**config.mk**
```make
export PLATFORM = sky130hd
export DESIGN_NAME = axis_tx_frame_arbiter
export DESIGN_NICKNAME = d
export VERILOG_FILES = /design/src/rtl/axis_tx_arb_pkg.sv /design/src/rtl/axis_tx_frame_arbiter_rr_pick.sv /design/src/rtl/axis_tx_frame_arbiter.sv
export SDC_FILE = /design/constraint.sdc
export NUM_CORES = 1
export LEC_CHECK = 0
export ABC_AREA = 1
export BUFFER_PORTS_ARGS = -buffer_cell sky130_fd_sc_hd__buf_2
export CORE_UTILIZATION = 45
export CTS_CLUSTER_SIZE = 24
export DETAILED_ROUTE_END_ITERATION = 7
export PLACE_DENSITY = 0.81
export RECOVER_POWER = 25
export SETUP_SLACK_MARGIN = 0.3
export SLEW_MARGIN = 10
export SYNTH_ARGS = -nofsm -noshare
export SYNTH_HDL_FRONTEND = slang
export SYNTH_HIERARCHICAL = 1
export SYNTH_SLANG_ARGS = --single-unit
export TNS_END_PERCENT = 10
```
**constraint.sdc**
```tcl
create_clock -name clk -period 2.5 [get_ports clk]
set_clock_uncertainty 0.15 [all_clocks]
set_input_delay 0.5 -clock clk [delete_from_list [all_inputs] [get_ports clk]]
set_output_delay 0.5 -clock clk [all_outputs]
set_load 0.005 [all_outputs]
```
**src/rtl/axis_tx_arb_pkg.sv**
```systemverilog
// Shared definitions for the TX frame arbiter: FSM state encoding,
// default stall limit, and a one-hot to index helper.
package axis_tx_arb_pkg;

  typedef enum logic [1:0] {
    ST_IDLE  = 2'd0,
    ST_BUSY  = 2'd1,
    ST_ABORT = 2'd2,
    ST_DRAIN = 2'd3
  } arb_state_e;

  localparam int STALL_LIMIT_DEFAULT = 16;
  localparam int STALL_CNT_W         = 16;

  // Index of the set bit in a one-hot vector of up to 8 bits (0 when empty).
  function automatic logic [2:0] onehot_to_index(input logic [7:0] onehot);
    logic [2:0] idx;
    idx = '0;
    for (int i = 0; i < 8; i++) begin
      if (onehot[i]) idx = idx | 3'(i);
    end
    return idx;
  endfunction

endpackage

```
**src/rtl/axis_tx_frame_arbiter_rr_pick.sv**
```systemverilog
// Combinational round-robin picker: searches the request vector starting
// one position after last_idx_i and wrapping, returns the first requester.
module rr_pick
  import axis_tx_arb_pkg::*;
#(
  parameter  int N    = 4,
  localparam int IDXW = $clog2(N)
) (
  input  logic [N-1:0]    req_i,
  input  logic [IDXW-1:0] last_idx_i,
  output logic [N-1:0]    winner_oh_o,
  output logic [IDXW-1:0] winner_idx_o,
  output logic            valid_o
);

  logic [IDXW-1:0] cand;
  logic            found;

  // Walk the rotation order last+1 .. last+N and keep the first hit.
  always_comb begin
    winner_oh_o = '0;
    found       = 1'b0;
    cand        = '0;
    for (int k = 1; k <= N; k++) begin
      cand = IDXW'((int'(last_idx_i) + k) % N);
      if (!found && req_i[cand]) begin
        winner_oh_o[cand] = 1'b1;
        found             = 1'b1;
      end
    end
  end

  assign valid_o      = found;
  assign winner_idx_o = IDXW'(onehot_to_index(8'(winner_oh_o)));

endmodule

```
**src/rtl/axis_tx_frame_arbiter.sv**
```systemverilog
// Frame-granular round-robin arbiter in front of a byte-wide AXI4-Stream
// GMII transmitter. A grant is held from the first beat through the
// accepted tlast beat; re-arbitration happens in a single IDLE cycle.
// Optional mid-frame stall abort is compiled in with TX_ARB_STALL_ABORT_EN.
module axis_tx_frame_arbiter
  import axis_tx_arb_pkg::*;
#(
  parameter int N_PORTS     = 4,
  parameter int STALL_LIMIT = STALL_LIMIT_DEFAULT
) (
  input  logic                 clk,
  input  logic                 rst_n,
  input  logic [N_PORTS*8-1:0] s_axis_tdata,
  input  logic [N_PORTS-1:0]   s_axis_tvalid,
  output logic [N_PORTS-1:0]   s_axis_tready,
  input  logic [N_PORTS-1:0]   s_axis_tlast,
  input  logic [N_PORTS-1:0]   s_axis_tuser,
  output logic [7:0]           m_axis_tdata,
  output logic                 m_axis_tvalid,
  input  logic                 m_axis_tready,
  output logic                 m_axis_tlast,
  output logic                 m_axis_tuser,
  input  logic [N_PORTS-1:0]   cfg_port_en,
  output logic [N_PORTS-1:0]   grant,
  output logic                 busy,
  output logic                 frame_done
);

  localparam int              IDXW     = $clog2(N_PORTS);
  localparam logic [IDXW-1:0] LAST_RST = IDXW'(N_PORTS - 1);

  if (N_PORTS < 2 || N_PORTS > 8) begin : g_bad_n_ports
    $error("axis_tx_frame_arbiter: N_PORTS must be 2..8");
  end
  if (STALL_LIMIT < 1 || STALL_LIMIT > 65535) begin : g_bad_stall_limit
    $error("axis_tx_frame_arbiter: STALL_LIMIT must be 1..65535");
  end

  arb_state_e          state_q, state_d;
  logic [N_PORTS-1:0]  grant_q, grant_d;
  logic [IDXW-1:0]     gidx_q, gidx_d;
  logic [IDXW-1:0]     last_q, last_d;

  logic [N_PORTS-1:0]  req;
  logic [N_PORTS-1:0]  pick_oh;
  logic [IDXW-1:0]     pick_idx;
  logic                pick_valid;

`ifdef TX_ARB_STALL_ABORT_EN
  localparam logic [STALL_CNT_W-1:0] STALL_LIMIT_C = STALL_CNT_W'(STALL_LIMIT);
  logic [STALL_CNT_W-1:0] stall_q, stall_d;
`endif

  // A disabled port never competes, even while it holds tvalid high.
  assign req   = s_axis_tvalid & cfg_port_en;
  assign grant = grant_q;

  rr_pick #(
    .N (N_PORTS)
  ) u_rr_pick (
    .req_i        (req),
    .last_idx_i   (last_q),
    .winner_oh_o  (pick_oh),
    .winner_idx_o (pick_idx),
    .valid_o      (pick_valid)
  );

  // State, grant and round-robin pointer registers.
  always_ff @(posedge clk or negedge rst_n) begin
    if (!rst_n) begin
      state_q <= ST_IDLE;
      grant_q <= '0;
      gidx_q  <= '0;
      last_q  <= LAST_RST;
    end else begin
      state_q <= state_d;
      grant_q <= grant_d;
      gidx_q  <= gidx_d;
      last_q  <= last_d;
    end
  end

`ifdef TX_ARB_STALL_ABORT_EN
  // Consecutive mid-frame cycles without source data.
  always_ff @(posedge clk or negedge rst_n) begin
    if (!rst_n) stall_q <= '0;
    else        stall_q <= stall_d;
  end
`endif

  // Next-state logic and the combinational pass-through datapath.
  always_comb begin
    state_d       = state_q;
    grant_d       = grant_q;
    gidx_d        = gidx_q;
    last_d        = last_q;
    s_axis_tready = '0;
    m_axis_tdata  = '0;
    m_axis_tvalid = 1'b0;
    m_axis_tlast  = 1'b0;
    m_axis_tuser  = 1'b0;
    busy          = 1'b0;
    frame_done    = 1'b0;
`ifdef TX_ARB_STALL_ABORT_EN
    stall_d       = '0;
`endif

    case (state_q)
      ST_IDLE: begin
        if (pick_valid) begin
          grant_d = pick_oh;
          gidx_d  = pick_idx;
          state_d = ST_BUSY;
        end
      end

      ST_BUSY: begin
        busy                  = 1'b1;
        m_axis_tdata          = s_axis_tdata[{gidx_q, 3'b000} +: 8];
        m_axis_tvalid         = s_axis_tvalid[gidx_q];
        m_axis_tlast          = s_axis_tlast[gidx_q];
        m_axis_tuser          = s_axis_tuser[gidx_q];
        s_axis_tready[gidx_q] = m_axis_tready;
        if (m_axis_tvalid && m_axis_tready && m_axis_tlast) begin
          frame_done = 1'b1;
          last_d     = gidx_q;
          grant_d    = '0;
          state_d    = ST_IDLE;
        end
`ifdef TX_ARB_STALL_ABORT_EN
        else if (!s_axis_tvalid[gidx_q]) begin
          if (stall_q + 1'b1 >= STALL_LIMIT_C) begin
            state_d = ST_ABORT;
          end else begin
            stall_d = stall_q + 1'b1;
          end
        end
`endif
      end

`ifdef TX_ARB_STALL_ABORT_EN
      // Synthetic bad-frame terminator so the transmitter ends with tx_er.
      ST_ABORT: begin
        busy          = 1'b1;
        m_axis_tvalid = 1'b1;
        m_axis_tlast  = 1'b1;
        m_axis_tuser  = 1'b1;
        if (m_axis_tready) begin
          frame_done = 1'b1;
          state_d    = ST_DRAIN;
        end
      end

      // Swallow the rest of the abandoned frame, nothing reaches the output.
      ST_DRAIN: begin
        busy                  = 1'b1;
        s_axis_tready[gidx_q] = 1'b1;
        if (s_axis_tvalid[gidx_q] && s_axis_tlast[gidx_q]) begin
          last_d  = gidx_q;
          grant_d = '0;
          state_d = ST_IDLE;
        end
      end
`endif

      default: begin
        grant_d = '0;
        state_d = ST_IDLE;
      end
    endcase
  end

endmodule
```
==> results of run 1 <==
synth_stat cells (all sizes together):
library cell	n	area, um^2
o21ai	6	30.0
ha	8	100
a41oi	9	78.8
dfstp	2	52.6
nor2	7	38.8
nor3	4	20.0
a21oi	3	15.0
clkbuf	1	3.75
nand4	2	18.8
buf	9	51.3
nand3	59	333
inv	29	114
nand2	66	275
dfrtp	7	175
power by group:
| part | internal, uW | leakage, uW | switching, uW |
|---|---|---|---|
| Sequential | 219 | 0.000108 | 58.6 |
| Combinational | 747 | 0.000888 | 1120 |
| Clock | 61.4 | 0.0000150 | 49.4 |
| Total | 1030 | 0.00101 | 1230 |
registers in the layout, indices dropped and copies added, names as in the netlist:
register	flops
gidx_q	2
grant	4
last_q	2
state_q	1
per-stage QoR:
step	worst slack, ns	std cells
floorplan	0.331	212
global placement	0.355	310
detailed placement	0.254	310
CTS	0.267	317
global route	0.200	322
finish	0.334	322
final cells by class:
class | instances | area share (%)
Clock buffer | 4 | 1.44
Inverter | 29 | 6.77
Multi-Input combinational cell | 164 | 51.7
Sequential cell | 9 | 12.5
Tap cell | 31 | 2.12
Timing Repair Buffer | 84 | 25.0
Timing Repair inverter | 1 | 0.410
critical path, cell delays in order (launching register included):
cell and delay, ns:
dfrtp_1 0.48, clkinvlp_4 0.24, buf_4 0.19, nand3_1 0.07
a41oi_1 0.12, buf_2 0.16
worst max-delay path by stage:
stage / from / to / slack (ns) / cells past startpoint
finish: gidx_q[1] / m_axis_tdata[3] / 0.33 / 5
CTS: last_q[0] / gidx_q[1] / 0.27 / 10
floorplan: last_q[0] / gidx_q[1] / 0.33 / 10
detailed placement: last_q[0] / gidx_q[1] / 0.25 / 10
global route: last_q[1] / gidx_q[0] / 0.20 / 13
global placement: last_q[1] / gidx_q[1] / 0.35 / 10
layout by cell type, fill, tap and decap left out, drive strengths merged:
cell / count
buf: 82
dfstp: 2
inv: 27
nand2: 66
ha: 8
a41oi: 9
dfrtp: 7
clkinvlp: 3
clkbuf: 5
nand4: 2
nor2: 7
dlygate4sd3: 1
o21ai: 6
nor3: 4
a21oi: 3
nand3: 59
repair_timing:
action,4_1_cts,5_1_grt
pin swaps,0,8
endpoints found under the setup margin,18,17
gates resized for setup,3,12
hold buffers,1,0
endpoints found under the hold margin,7,0
cloned,1,0
buffers inserted,1,5
logic make-up (layout without fill, tap and decap cells):
family	count (synthesis)	count (layout)	share of synthesized area, %
AND/OR/NAND/NOR	138	138	52.5
flip-flops	9	9	17.4
AO/OA/AOI/OAI	18	18	9.48
buffers and inverters	39	118	12.9
adder cells (fa/ha/maj)	8	8	7.66
routing by layer:
layer,up-vias,global-route usage [%],share of wire (%)
met5,-,0,0
met1,775,29.4,44
met3,2,5.35,7.2
met2,56,41.8,49
met4,0,3.48,0.19
li1,866,-,-
==> results.md, run 1 <==
* Status: completed
* DRT iter0 DRCs at 154
* Layout Nets at ~350
* Vias in the first global route at 1521
* Diodes inserted at 0
* DR vias/cell at 5.28
* Min-Delay Path Depth at 2
* Max rail drop VDD at 776 uV
* DR pass1 iterations at 4
* Cell count of the worst reg-to-reg path at 13
* I/O pin cnt at 72
* Pins over their slew limit at 0
* Number of port buffers at 71
* Fmax at approximately 460 MHz
* Final WL at roughly 3.7 mm
* Area delta synth->final at 40.0%
* Num rows at 19
* Placer Congestion at around 0.8
* Worst Setup End Kind: primary output
* Largest net degree at the start of global routing at 27
* Design area at 1830 um^2
* Setup-failing EPs final at 0
* Initial core utilization at between 40% and 50%
* Reg area at ~230 um^2
* CTS H-tree lvls at 1
* Share of cells above drive strength 1 at 39.2%
* Fin util at 66.3%
* Clock latency on the worst-skew pair at 0.26 ns
* Die Width at 55.9 um
* CP required at 1.85 ns
* Syn nets at approximately 270
* Max_cap viols at 0
* CTS sink cnt at 9
* Core box area at ~2800 um^2
* Tot Pwr at approximately 2300 uW
* Die Y at 55.9 um
* Number of synthesized register bits at 9
* GR Util All Layers at 23.4%
* DP HPWL at 2.67 mm
* Multi-input gate area at 946 um^2
* Post-route setup TNS at 0 ns
* TritonCTS clock tree: done
* Final min period at 2.17 ns
* Root buf cell: clkbuf_4
* DIE AREA at 3120 um^2
* Routed wire per std cell at 11.6 um
* Clock Tree Buf Depth at 2
* Hold_sp: grant[1]
* RSZ-0062 raised after global routing: yes
* Worst-path fanout max at 9
* Static leakage at 0.00101 uW
* Antenna viol nets, final at 0
* DRC violation count after routing at 0
* Hold path endpoint: grant[1]
* Worst hold slack at 0.351 ns
* Worst min-delay path class: register to register
* Arr. time, crit path at 1.52 ns
* Area post-placement at 1690 um^2
* Worst setup path category: register to primary output
* Yosys warns at 6
* Initial antenna violation count at 0
* Worst r2r dst: gidx_q[1]
* Clock-pin transition on the worst setup and hold timing paths at 0.06 ns
* PD cells at 1230 nW/um^2
* CTS Buf Count at 3
* Mapped Area at roughly 1300 um^2
* RR Startpoint: last_q[1]
* Via count at 1699
* First-pass GRT wire length at 6.11 mm
* Seq/Total Area, Yosys at roughly 17%
* Synth unique cells at 24
* Fin crit share at between 80 and 90%
* Slew headroom at 68.4%
* Final-report hold violation count at 0
* Startpoint types: register
* Worst reg-to-reg setup slack at 0.35 ns
* Fill cells at between 200 and 300
* Worst-margin pin slew at ~0.47 ns
* Total gr overflow at 0
* Post-Synthesis Cells at between 200 and 250
* Synthesized area per cell at about 6 um^2
Power figures use the tool's default switching activity.
==> inputs of run 2 (changes only) <==
- CORE_UTILIZATION: 45 -> 44
- SYNTH_HIERARCHICAL: 1 -> not set
==> results.md, run 2 <==
* Status: completed
* Die Width at 54.3 um
* GR Util All Layers at 25.4%
* Worst Setup End Kind: primary output
* CP Buf/Inv Count at 3
* Diodes inserted at 0
* Via count at 1530
* DR pass1 iterations at 4
* Layout Nets at 319
* Total gr overflow at 0
* Critical path's top delay family: flip-flops
* Worst path max stage delay at 0.45 ns
* Root buf cell: clkbuf_4
* PD cells at 1160 nW/um^2
* Final Worst Setup Slack at 0.369 ns
* Worst-path fanout max at 9
* Ys flop type: dfrtp_1
* Max FFs per register at 4
* Post-route setup TNS at 0 ns
* Antenna viol nets, final at 0
* Number of synthesized register bits at 9
* DIE AREA at 2950 um^2
* Final-report hold violation count at 0
* Initial core utilization at 47.8%
* Worst-margin pin slew at 0.585 ns
* Largest net degree at the start of global routing at 17
* Clock-pin transition on the worst setup and hold timing paths at ~0.06 ns
* I/O pin cnt at 72
* Post-Synthesis Cells at roughly 180
* Static leakage at 0.000941 uW
* Number of synthesized flops with an enable pin at 0
* DRT iter0 DRCs at 16
* DRC violation count after routing at 0
* Share of flip-flops with an asynchronous set or reset at 100%
* CTS sink cnt at 9
* Mapped Area at 1200 um^2
* DR vias/cell at 5.29
* Share of cells above drive strength 1 at 47.9%
* Initial antenna violation count at 0
* Die Y at 54.3 um
* Arr. time, crit path at about 1.5 ns
* Pins over their slew limit at 0
* Pre-CTS setup slack at ~0.25 ns
* Fmax at between 400 and 500 MHz
* Startpoint types: register
* Placer Congestion at 0.932
* Leading area contributor after synthesis: dfrtp_1
* Critical-path cell list: nand2_1 -> inv_2 -> buf_4 -> a22oi_1 -> a21oi_1 -> buf_2
* CP required at 1.85 ns
* Syn nets at 234
* Fin crit share at between 80% and 90%
* First-pass GRT wire length at ~5.5 mm
* Worst min-delay path class: register to register
* Count leader, synth: nand2_1
* TritonCTS clock tree: done
* Area delta synth->final at 43.7%
* Max_cap viols at 0
* Vias in the first global route at ~1400
* Most frequent cells in the layout: buf_2, nand2_1, a22oi_1, nand3_1, buf_4
* Most instantiated cells after synthesis: nand2_1, a22oi_1, nand3_1, inv_1, nor2_1
* DP HPWL at 2.82 mm
* Max rail drop VDD at 751 uV
* Slew headroom at about three fifths
* Synthesized area per cell at 6.89 um^2
* CTS Buf Count at 3
* Most common cell after layout, fill and taps aside: buf_2
* Yosys warns at 0
* Top post-synthesis cells by area: dfrtp_1, nand2_1, a22oi_1
* Synth unique cells at 28
* Final WL at 3.69 mm
* Final min period at 2.13 ns
* Setup-failing EPs final at 0
* Num rows at 18
* CP max-delay cell: dfrtp_2
* RSZ-0062 raised after global routing: yes
* Number of port buffers at a little over 70
* Seq/Total Area, Yosys at a little under a fifth
* Clock latency on the worst-skew pair at 0.26 ns
* Post-synth top area share at 14.5%
* Routed wire per std cell at 12.8 um
* Core box area at 2520 um^2
* Worst hold slack at 0.374 ns
* Clock Tree Buf Depth at 2
* CTS H-tree lvls at 1
* Worst setup path category: register to primary output
[run 2: changes by cell type after synthesis, moves of 4 or more]
cell and delta:
nand3_1 -38, a22oi_1 +19, inv_1 -16, nand2_1 -14, a41oi_1 -9, buf_2 -8
nand3_2 +7, nor2_1 +7, a21oi_1 +6, buf_4 +4, inv_2 +4
[run 2: what timing repair did]
item | 4_1_cts | 5_1_grt
endpoints found under the setup margin | 9 | 19
setup buffers | 3 | 4
hold buffers | 1 | 0
pin swaps | 1 | 3
gates resized for setup | 5 | 6
cloned | 1 | 1
hold endpoints to repair | 7 | 0
[run 2: final timing paths]
check	from	end	slack [ns]	cells after the start
setup / recovery	gidx_q[1]	m_axis_tdata[5]	0.37	6
max in group asynchronous	rst_n	gidx_q[1]	1.30	2
hold / removal	grant[0]	grant[0]	0.37	2
setup reg to reg	last_q[1]	gidx_q[0]	0.44	10
hold reg to reg	grant[0]	grant[0]	0.37	2
min in group asynchronous	rst_n	grant[2]	0.55	2
[run 2: metrics by stage]
stage                     std cells  util (%)  instance area (um^2)  power, uW
after detailed placement        275      62.9                  1590       1720
final                           289      68.7                  1730       2010
after global placement          275      62.9                  1590       1700
after global routing            289      68.7                  1730       2240
after CTS                       284      66.1                  1670       1910
after floorplan                 175         -                  1200       1340
[run 2: tightest hold or removal path, delay by kind of cell, from the launching register on]
family / cells / cell delay, ns
flops: 1 / 0.35
simple gates: 2 / 0.14
[run 2: layout make-up]
class	count	area (um^2)
multi-input cells	142	895
clock buffers	4	26.3
repair buffers	86	470
inverters	18	72.6
fillers	238	791
well taps	30	37.5
flip-flops and latches	9	230
[run 2: cells by family after synthesis]
logic type,after synthesis,synth area share (%)
buf+inv,25,10.7
simple gates,98,42.4
flops,9,18.9
compound gates,35,19.7
fa+ha+maj,8,8.31
[run 2: routing by layer]
metal / vias up / wire [um] / global-route usage, %
met1: 706 / 1400 / 26.4
li1: 764 / - / -
met3: 4 / 255 / 3.06
met2: 56 / 2020 / 52.6
met4: 0 / 16 / 5.13
met5: - / 0 / 0
[run 2: report_power, final]
part	switching (uW)	internal, uW
sequential	72.3	219
clock	48.7	61.4
combinational	936	678
total	1060	958
==> inputs of run 3 (changes only) <==
- PLACE_DENSITY: 0.81 -> 0.85
==> results.md, run 3 (synthesized netlist as in run 2, its figures left out) <==
* Slew headroom at 57.4%
* Placer Congestion at between 0.8 and 0.9
* Via count at 1594
* Placed cells at 274
* First-pass GRT wire length at ~5.2 mm
* Final WL at 3.89 mm
* Fin crit share at 87.9%
* Status: completed
* Most common cell after layout, fill and taps aside: buf_2
* Critical path's top delay family: flip-flops
* PD cells at 1180 nW/um^2
* Number of port buffers at 71
* DRC violation count after routing at 0
* Area delta synth->final at 50.4%
* Worst setup path category: register to primary output
* Post-route setup TNS at 0 ns
* Clock Tree Buf Depth at 2
* Multi-input gate area at 923 um^2
* Clock latency on the worst-skew pair at 0.26 ns
* Worst min-delay path class: register to register
* CTS H-tree lvls at 1
* Max_cap viols at 0
* Die Y at 54.3 um
* Fill cells at approximately 210
* DIE AREA at 2950 um^2
* Max FFs per register at 4
* Worst path max stage delay at 0.48 ns
* Tot Pwr at 2140 uW
* DRT iter0 DRCs at 50
* Fmax at about 450 MHz
* Root buf cell: clkbuf_4
* Num rows at 18
* CP max-delay cell: dfrtp_2
* GR Util All Layers at 24.5%
* Share of cells above drive strength 1 at 51.0%
* I/O pin cnt at 72
* Worst-margin pin slew at 0.638 ns
* CTS sink cnt at 9
* RSZ-0062 raised after global routing: yes
* CP Buf/Inv Count at 3
* Total gr overflow at 0
* Diodes inserted at 0
* CP required at approximately 1.9 ns
* Layout Nets at 323
* TritonCTS clock tree: done
* Initial core utilization at between 40% and 50%
* Critical-path cell list: nor2_4 -> buf_12 -> buf_4 -> a22oi_1 -> a21oi_1 -> buf_2
* Setup-failing EPs final at 0
* Area post-placement at 1580 um^2
* Die Width at 54.3 um
* CTS Buf Count at 3
* Largest net degree at the start of global routing at 16
* Finished Layout Cells at about 290
* Final min period at around 2.2 ns
* Worst-path fanout max at 6
* Arr. time, crit path at between 1.5 and 2 ns
* DP HPWL at 2.76 mm
* Reg area at around 230 um^2
* Clock-pin transition on the worst setup and hold timing paths at around 0.070 ns
* DR vias/cell at 5.44
* Static leakage at 0.000958 uW
* Design area at between 1500 and 2000 um^2
* Worst Setup End Kind: primary output
* DR pass1 iterations at 4
* Vias in the first global route at about 1300
* Core box area at between 2000 and 3000 um^2
* Initial antenna violation count at 0
* Final-report hold violation count at 0
* Pins over their slew limit at 0
* Startpoint types: register
* Routed wire per std cell at 13.3 um
* Most frequent cells in the layout: buf_2, nand2_1, nand3_1
* Antenna viol nets, final at 0
* Max rail drop VDD at 790 uV
-- run 3: cell count changes in the layout (fill, tap and decap cells not counted), moves of 2 or more --
| cell | before | now |
|---|---|---|
| buf_4 | 12 | 16 |
| a22oi_1 | 18 | 15 |
| nand2_2 | 4 | 6 |
| a22oi_2 | 1 | 4 |
| nand2_1 | 45 | 43 |
-- run 3: final timing paths --
path                           start               to  slack, ns  cells past startpoint
max                        gidx_q[1]  m_axis_tdata[6]       0.30                      6
min                         grant[1]         grant[1]       0.39                      2
max reg2reg                last_q[1]        gidx_q[1]       0.46                     13
min reg2reg                 grant[1]         grant[1]       0.39                      2
max in group asynchronous      rst_n        last_q[0]       1.30                      2
min in group asynchronous      rst_n       state_q[0]       0.55                      2
-- run 3: area by class of cell --
class	count	area share, %
Tap cell	30	2.07
Timing Repair Buffer	90	28.5
Clock buffer	4	1.45
Sequential cell	9	12.7
Inverter	18	4.35
Multi-Input combinational cell	142	51.0
-- run 3: worst reg2reg max path: stages (launching register included) --
cell and delay (ns):
dfstp_2 0.56, clkinvlp_4 0.12, ha_4 0.30, nand3_2 0.10
nand2_4 0.13, inv_2 0.07, nand2_1 0.06, nand2_1 0.05
inv_1 0.05, nand2_1 0.04, nor2_1 0.12, nand2_1 0.08
nand2_1 0.06, nand2_1 0.04
-- run 3: repair_timing --
action / in CTS / in global routing
hold buffers: 1 / 0
endpoints found under the setup margin: 16 / 18
setup buffers: 4 / 9
endpoints found under the hold margin: 7 / 0
gates cloned: 0 / 1
gates resized for setup: 5 / 15
pin swaps: 0 / 4
-- run 3: per-layer routing --
metal | track usage, % | vias up | share of wire [%]
met5 | 0 | - | 0
met4 | 10.3 | 0 | 0.95
met3 | 3.89 | 10 | 7.3
met2 | 50.4 | 72 | 53
met1 | 23.1 | 734 | 38
li1 | - | 778 | -
-- run 3: power by group --
part	total, uW	leakage (uW)	switching [uW]	internal (uW)
Sequential	302	0.000106	83.2	219
Combinational	1730	0.000837	986	740
Clock	114	0.0000150	52.4	61.6
Total	2140	0.000958	1120	1020
-- run 3: through the flow --
stage	utilization, %	hold slack, ns	worst slack (ns)
final	71.8	0.393	0.302
after global routing	71.8	0.414	0.210
after CTS	65.9	0.362	0.255
after detailed placement	62.6	0.206	0.216
after global placement	62.6	0.202	0.265
after floorplan	-	0.0544	0.388
